$ cat src/rtl/stream_mux_rr.sv
// stream_mux_rr -- registered NUM_CH-to-1 stream multiplexer with round-robin
// arbitration and valid/ready handshakes on every channel and on the output.
//
// Each cycle the arbiter picks one requesting channel, starting at the
// round-robin pointer and wrapping. The chosen beat moves into a single output
// register whenever that register is empty or being drained.
//
// Optional feature (compile-time macro STREAM_MUX_PKT_LOCK_EN):
//   When defined, a packet lock keeps the grant on one channel from its first
//   non-last beat until its last beat. Without the macro, arbitration runs per
//   beat and in_last is only passed through.
//
// Ports:
//   clk          in   1             rising-edge clock
//   rst_n        in   1             asynchronous active-low reset
//   i_in_valid   in   NUM_CH        per-channel beat valid
//   i_in_data    in   NUM_CH*WIDTH  channel i at [i*WIDTH +: WIDTH]
//   i_in_last    in   NUM_CH        per-channel end-of-packet flag
//   o_in_ready   out  NUM_CH        per-channel accept (combinational, one-hot or 0)
//   o_out_valid  out  1             output register holds a beat
//   o_out_data   out  WIDTH         registered data
//   o_out_last   out  1             registered last flag
//   o_out_ch     out  CHW           channel that supplied o_out_data
//   i_out_ready  in   1             sink accept
module stream_mux_rr #(
   parameter int NUM_CH = 8,
   parameter int WIDTH  = 8,
   localparam int CHW   = (NUM_CH > 1) ? $clog2(NUM_CH) : 1
) (
   input  logic                    clk,
   input  logic                    rst_n,
   input  logic [NUM_CH-1:0]       i_in_valid,
   input  logic [NUM_CH*WIDTH-1:0] i_in_data,
   input  logic [NUM_CH-1:0]       i_in_last,
   output logic [NUM_CH-1:0]       o_in_ready,
   output logic                    o_out_valid,
   output logic [WIDTH-1:0]        o_out_data,
   output logic                    o_out_last,
   output logic [CHW-1:0]          o_out_ch,
   input  logic                    i_out_ready
);

   localparam logic [CHW-1:0] LAST_CH = CHW'(NUM_CH - 1);
   localparam logic [CHW:0]   NUM_CH_W = (CHW+1)'(NUM_CH);

   logic [CHW-1:0]    r_ptr;
   logic              r_out_valid;
   logic [WIDTH-1:0]  r_out_data;
   logic              r_out_last;
   logic [CHW-1:0]    r_out_ch;

   logic [CHW:0]      w_sum;
   logic [CHW-1:0]    w_idx;
   logic [CHW-1:0]    w_rr_idx;
   logic              w_rr_found;
   logic [CHW-1:0]    w_gidx;
   logic              w_found;
   logic [NUM_CH-1:0] w_grant;
   logic              w_load;
   logic              w_xfer;
   logic [WIDTH-1:0]  w_sel_data;
   logic              w_sel_last;
   logic [CHW-1:0]    w_next_ptr;

`ifdef STREAM_MUX_PKT_LOCK_EN
   typedef enum logic {ST_UNLOCKED = 1'b0, ST_LOCKED = 1'b1} lock_state_t;
   lock_state_t    r_state;
   logic [CHW-1:0] r_lock_ch;
`endif

   // Round-robin search: first valid channel at ptr, ptr+1, ... with wrap.
   always_comb begin
      w_rr_idx   = '0;
      w_rr_found = 1'b0;
      w_sum      = '0;
      w_idx      = '0;
      for (int k = 0; k < NUM_CH; k++) begin
         w_sum = {1'b0, r_ptr} + (CHW+1)'(k);
         if (w_sum >= NUM_CH_W) begin
            w_sum = w_sum - NUM_CH_W;
         end else begin
            w_sum = w_sum;
         end
         w_idx = w_sum[CHW-1:0];
         if (!w_rr_found && i_in_valid[w_idx]) begin
            w_rr_found = 1'b1;
            w_rr_idx   = w_idx;
         end else begin
            w_rr_found = w_rr_found;
         end
      end
   end

   // Final grant choice; a held packet lock overrides the round-robin pick.
   always_comb begin
`ifdef STREAM_MUX_PKT_LOCK_EN
      if (r_state == ST_LOCKED) begin
         w_gidx  = r_lock_ch;
         w_found = i_in_valid[r_lock_ch];
      end else begin
         w_gidx  = w_rr_idx;
         w_found = w_rr_found;
      end
`else
      w_gidx  = w_rr_idx;
      w_found = w_rr_found;
`endif
   end

   // Handshake: the output register can load when empty or being drained;
   // nothing is accepted while reset is asserted.
   always_comb begin
      w_load = rst_n & (~r_out_valid | i_out_ready);
      w_xfer = w_found & w_load;
      if (w_found) begin
         w_grant = NUM_CH'(1'b1) << w_gidx;
      end else begin
         w_grant = '0;
      end
      o_in_ready = w_grant & {NUM_CH{w_load}};
   end

   // Data/last mux for the granted channel and the pointer value after it.
   always_comb begin
      w_sel_data = '0;
      for (int i = 0; i < NUM_CH; i++) begin
         if (w_gidx == CHW'(i)) begin
            w_sel_data = i_in_data[i*WIDTH +: WIDTH];
         end else begin
            w_sel_data = w_sel_data;
         end
      end
      w_sel_last = i_in_last[w_gidx];
      if (w_gidx == LAST_CH) begin
         w_next_ptr = '0;
      end else begin
         w_next_ptr = w_gidx + CHW'(1);
      end
   end

   // Output register: loads a granted beat, empties on load without a grant,
   // holds everything while stalled by the sink.
   always_ff @(posedge clk or negedge rst_n) begin
      if (!rst_n) begin
         r_out_valid <= 1'b0;
         r_out_data  <= '0;
         r_out_last  <= 1'b0;
         r_out_ch    <= '0;
      end else if (w_load) begin
         r_out_valid <= w_xfer;
         if (w_xfer) begin
            r_out_data <= w_sel_data;
            r_out_last <= w_sel_last;
            r_out_ch   <= w_gidx;
         end
      end
   end

`ifdef STREAM_MUX_PKT_LOCK_EN
   // Lock FSM and pointer: a non-last beat locks onto its channel, the last
   // beat of that packet unlocks and moves the pointer past the channel.
   always_ff @(posedge clk or negedge rst_n) begin
      if (!rst_n) begin
         r_state   <= ST_UNLOCKED;
         r_lock_ch <= '0;
         r_ptr     <= '0;
      end else begin
         case (r_state)
            ST_UNLOCKED: begin
               if (w_xfer) begin
                  r_ptr <= w_next_ptr;
                  if (!w_sel_last) begin
                     r_state   <= ST_LOCKED;
                     r_lock_ch <= w_gidx;
                  end
               end
            end
            ST_LOCKED: begin
               // w_gidx equals r_lock_ch here, so w_next_ptr is lock_ch+1.
               if (w_xfer && w_sel_last) begin
                  r_state <= ST_UNLOCKED;
                  r_ptr   <= w_next_ptr;
               end
            end
            default: begin
               r_state <= ST_UNLOCKED;
            end
         endcase
      end
   end
`else
   // Pointer advances past the channel granted on each transfer.
   always_ff @(posedge clk or negedge rst_n) begin
      if (!rst_n) begin
         r_ptr <= '0;
      end else if (w_xfer) begin
         r_ptr <= w_next_ptr;
      end
   end
`endif

   assign o_out_valid = r_out_valid;
   assign o_out_data  = r_out_data;
   assign o_out_last  = r_out_last;
   assign o_out_ch    = r_out_ch;

endmodule

$ cat config.mk
export PLATFORM = sky130hd
export DESIGN_NAME = stream_mux_rr
export DESIGN_NICKNAME = d
export VERILOG_FILES = /design/src/rtl/stream_mux_rr.sv
export SDC_FILE = /design/constraint.sdc
export NUM_CORES = 1
export LEC_CHECK = 0
export BUFFER_PORTS_ARGS = -buffer_cell sky130_fd_sc_hd__buf_2
export CAP_MARGIN = 20
export CORE_ASPECT_RATIO = 1.1
export CORE_MARGIN = 2
export CORE_UTILIZATION = 39
export CTS_CLUSTER_DIAMETER = 50
export DETAILED_ROUTE_END_ITERATION = 16
export PLACE_DENSITY = 0.67
export SYNTH_ARGS = -nofsm -noshare
export SYNTH_HDL_FRONTEND = slang
export SYNTH_SLANG_ARGS = --single-unit
$ cat constraint.sdc
create_clock -name clk -period 6.87 [get_ports clk]
set_input_delay 0.687 -clock clk [delete_from_list [all_inputs] [get_ports clk]]
set_output_delay 0.687 -clock clk [all_outputs]
set_load 0.005 [all_outputs]
==> reports/qor.txt <==
Synth unique cells - 57
Ys Warns - 0
Top cells by area, synth - dfrtp_1 16%, mux4_2 14%, nand2_1 5.2%, ha_1 4.1%, mux2i_1 4.1%
Worst-path maximum fanout - 28
Share of cells above drive strength 1 - 37.3%
DR iter-0 viols - 180
Worst r2r src - r_ptr[0]
Worst slew margin - 34.2%
Area growth syn-to-layout - 23.5%
Largest net degree at the start of global routing - 29
Leading area contributor after synthesis - dfrtp_1
Congestion Overflow GR - 0
Root Buffer - clkbuf_8
Post-Route WL - 7580 um
Most frequent cells in the layout - 103 x buf_2, 34 x nand2_1, 17 x o21ai_0, 16 x nor2_1, 16 x dfrtp_1
Worst Hold Class - input pin to asynchronous set/reset pin
Startpoint Class - flip-flop
GRT Util Overall - 21.8%
Num CTS Buffers - 3
Ant. Diodes - 0
Slew Limit Fails - 0
Number of global-route vias before repair - 2541
Clock Path Buffers - 2
Clock Skew - 0.00271 ns
Layout fillers - 611
CTS H-tree depth - 1
Async set-reset flop share out of synthesis - 100%
Die height - 87.3 um
Final hold vios - 0
DRC violations left - 0
Unrepaired setup endpoints after global routing - no
Worst path required time - 6.18 ns
Most common cell after layout, fill and taps aside - buf_2
Clock transition at path regs - 0.07 ns
GPL Wtd Cong - 0.901
IO buf count - 103
Ys flop type - dfrtp_1
Post-synth top area share - 16.3%
Number of max-cap violations - 0
CTS tree - yes
Final Setup Violations - 0
Final worst-path cycle share - 83.5%
Via count - 2652
Sequential element share of the synthesized area - 16.3%
Pre-Repair DR Iteration Count - 5
WL per Instance - 16.6 um
Post_cts resized - 0
Fmax - 174 MHz
Worst setup startpoint - r_ptr[0]
Routed vias/inst - 5.79
CTS Hold Bufs - 0
CORE AREA - 6160 um2
Slew @ Worst Pin - 0.987 ns
Post-Route Setup TNS - 0 ns
Post-Syn Area - 2460 um2
Syn Area/Cell - 8.55 um2
Number of flops mapped to enable cells by yosys - 0
Clk_lat worst skew - 0.25 ns
Status - finished clean
Starting density of the core - 40.0%
Post-route ant nets - 0
Final min period - 5.73 ns
Area of the die - 6960 um2
CTS sink count - 16
Global-route wire length before repair - 12200 um
Initial antenna violation count - 0
Io pins - 104
Die X - 79.7 um
Row Count - 30
Worst path arrival time - 5.05 ns
Setup CP Type - flip-flop to output port
#FFs+latches synth - 16
Nets - 470
Syn_nets - 379
Number of setup buffers added after CTS - 0
HPWL after DPL - 6090 um
Nature of the critical path endpoint - output port
Post-Syn Instances - 288
## path summary, 6_finish.rpt
| check | to | slack, ns | cells after the start |
|---|---|---|---|
| min reg2reg | o_out_data[6] | 0.51 | 2 |
| min | o_out_data[5] | 0.35 | 1 |
| max reg2reg | o_out_data[5] | 1.44 | 13 |
| max in group asynchronous | r_ptr[0] | 6.24 | 1 |
| min in group clk | o_out_data[6] | 0.51 | 2 |
| max | o_in_ready[3] | 1.14 | 12 |
## cells in the mapped netlist, drive strengths merged (7+ instances only)
master  instances
ha              8
o21ai          26
and3           12
nor2           18
inv            16
a21oi          15
mux2i          11
clkbuf          9
dfrtp          16
a22oi           9
nand2          34
o22ai           9
a21boi          9
mux2            7
a21o           10
a221oi          8
mux4           17
buf            10
## sequential cells by signal, summed over array words and instances (netlist names)
register	count
o_out_ch	3
o_out_data	8
o_out_last	1
o_out_valid	1
r_ptr	3
## area by class of cell
| type | instances | area (um2) | share of cell area (%) |
|---|---|---|---|
| Multi-Input combinational cell | 237 | 1890 | 62.3 |
| Inverter | 16 | 60.1 | 1.98 |
| Timing Repair Buffer | 105 | 531 | 17.5 |
| Sequential cell | 16 | 400 | 13.2 |
| Clock buffer | 4 | 55.1 | 1.81 |
| Tap cell | 80 | 100 | 3.29 |
## routing by layer
layer	vias to the layer above	part of all wire (%)	routed length [um]	GRT usage (%)
li1	1279	-	-	-
met1	1256	42	3210	29.7
met2	109	50	3780	37.7
met3	8	6.1	465	1.24
met4	0	1.7	128	5.55
met5	-	0	0	0
## through the flow
step / cell area, um2 / utilization (%) / std cells / worst slack, ns / hold slack, ns
2_1_floorplan: 2460 / - / 288 / 2.34 / 0.391
3_3_place_gp: 2980 / 48.5 / 454 / 1.59 / 0.477
4_1_cts: 3040 / 49.4 / 458 / 1.15 / 0.363
3_5_place_dp: 2980 / 48.5 / 454 / 1.43 / 0.490
6_report: 3040 / 49.4 / 458 / 1.14 / 0.350
5_1_grt: 3040 / 49.4 / 458 / 0.650 / 0.381
## worst max-delay path: stages (launching register included)
cell,delay (ns)
dfrtp_1,0.70
inv_2,0.23
ha_1,0.63
mux4_1,0.73
mux2i_1,0.34
and2_1,0.22
nor4b_4,0.31
a22o_1,0.86
inv_1,0.16
ha_1,0.28
inv_1,0.12
nor2_1,0.06
buf_2,0.14
## logic make-up (layout without fill, tap and decap cells)
logic type | after synthesis | after routing | share of synthesized area (%)
fa+ha+maj | 8 | 8 | 4.07
simple gates | 83 | 83 | 16.9
flops | 16 | 16 | 16.3
mux | 35 | 35 | 24.0
compound gates | 106 | 106 | 30.1
buf+inv | 35 | 125 | 6.81
xor+xnor | 5 | 5 | 1.78
Power is not shown: default switching activity piles up to over one toggle a cycle in this logic, so the estimate is an artifact.
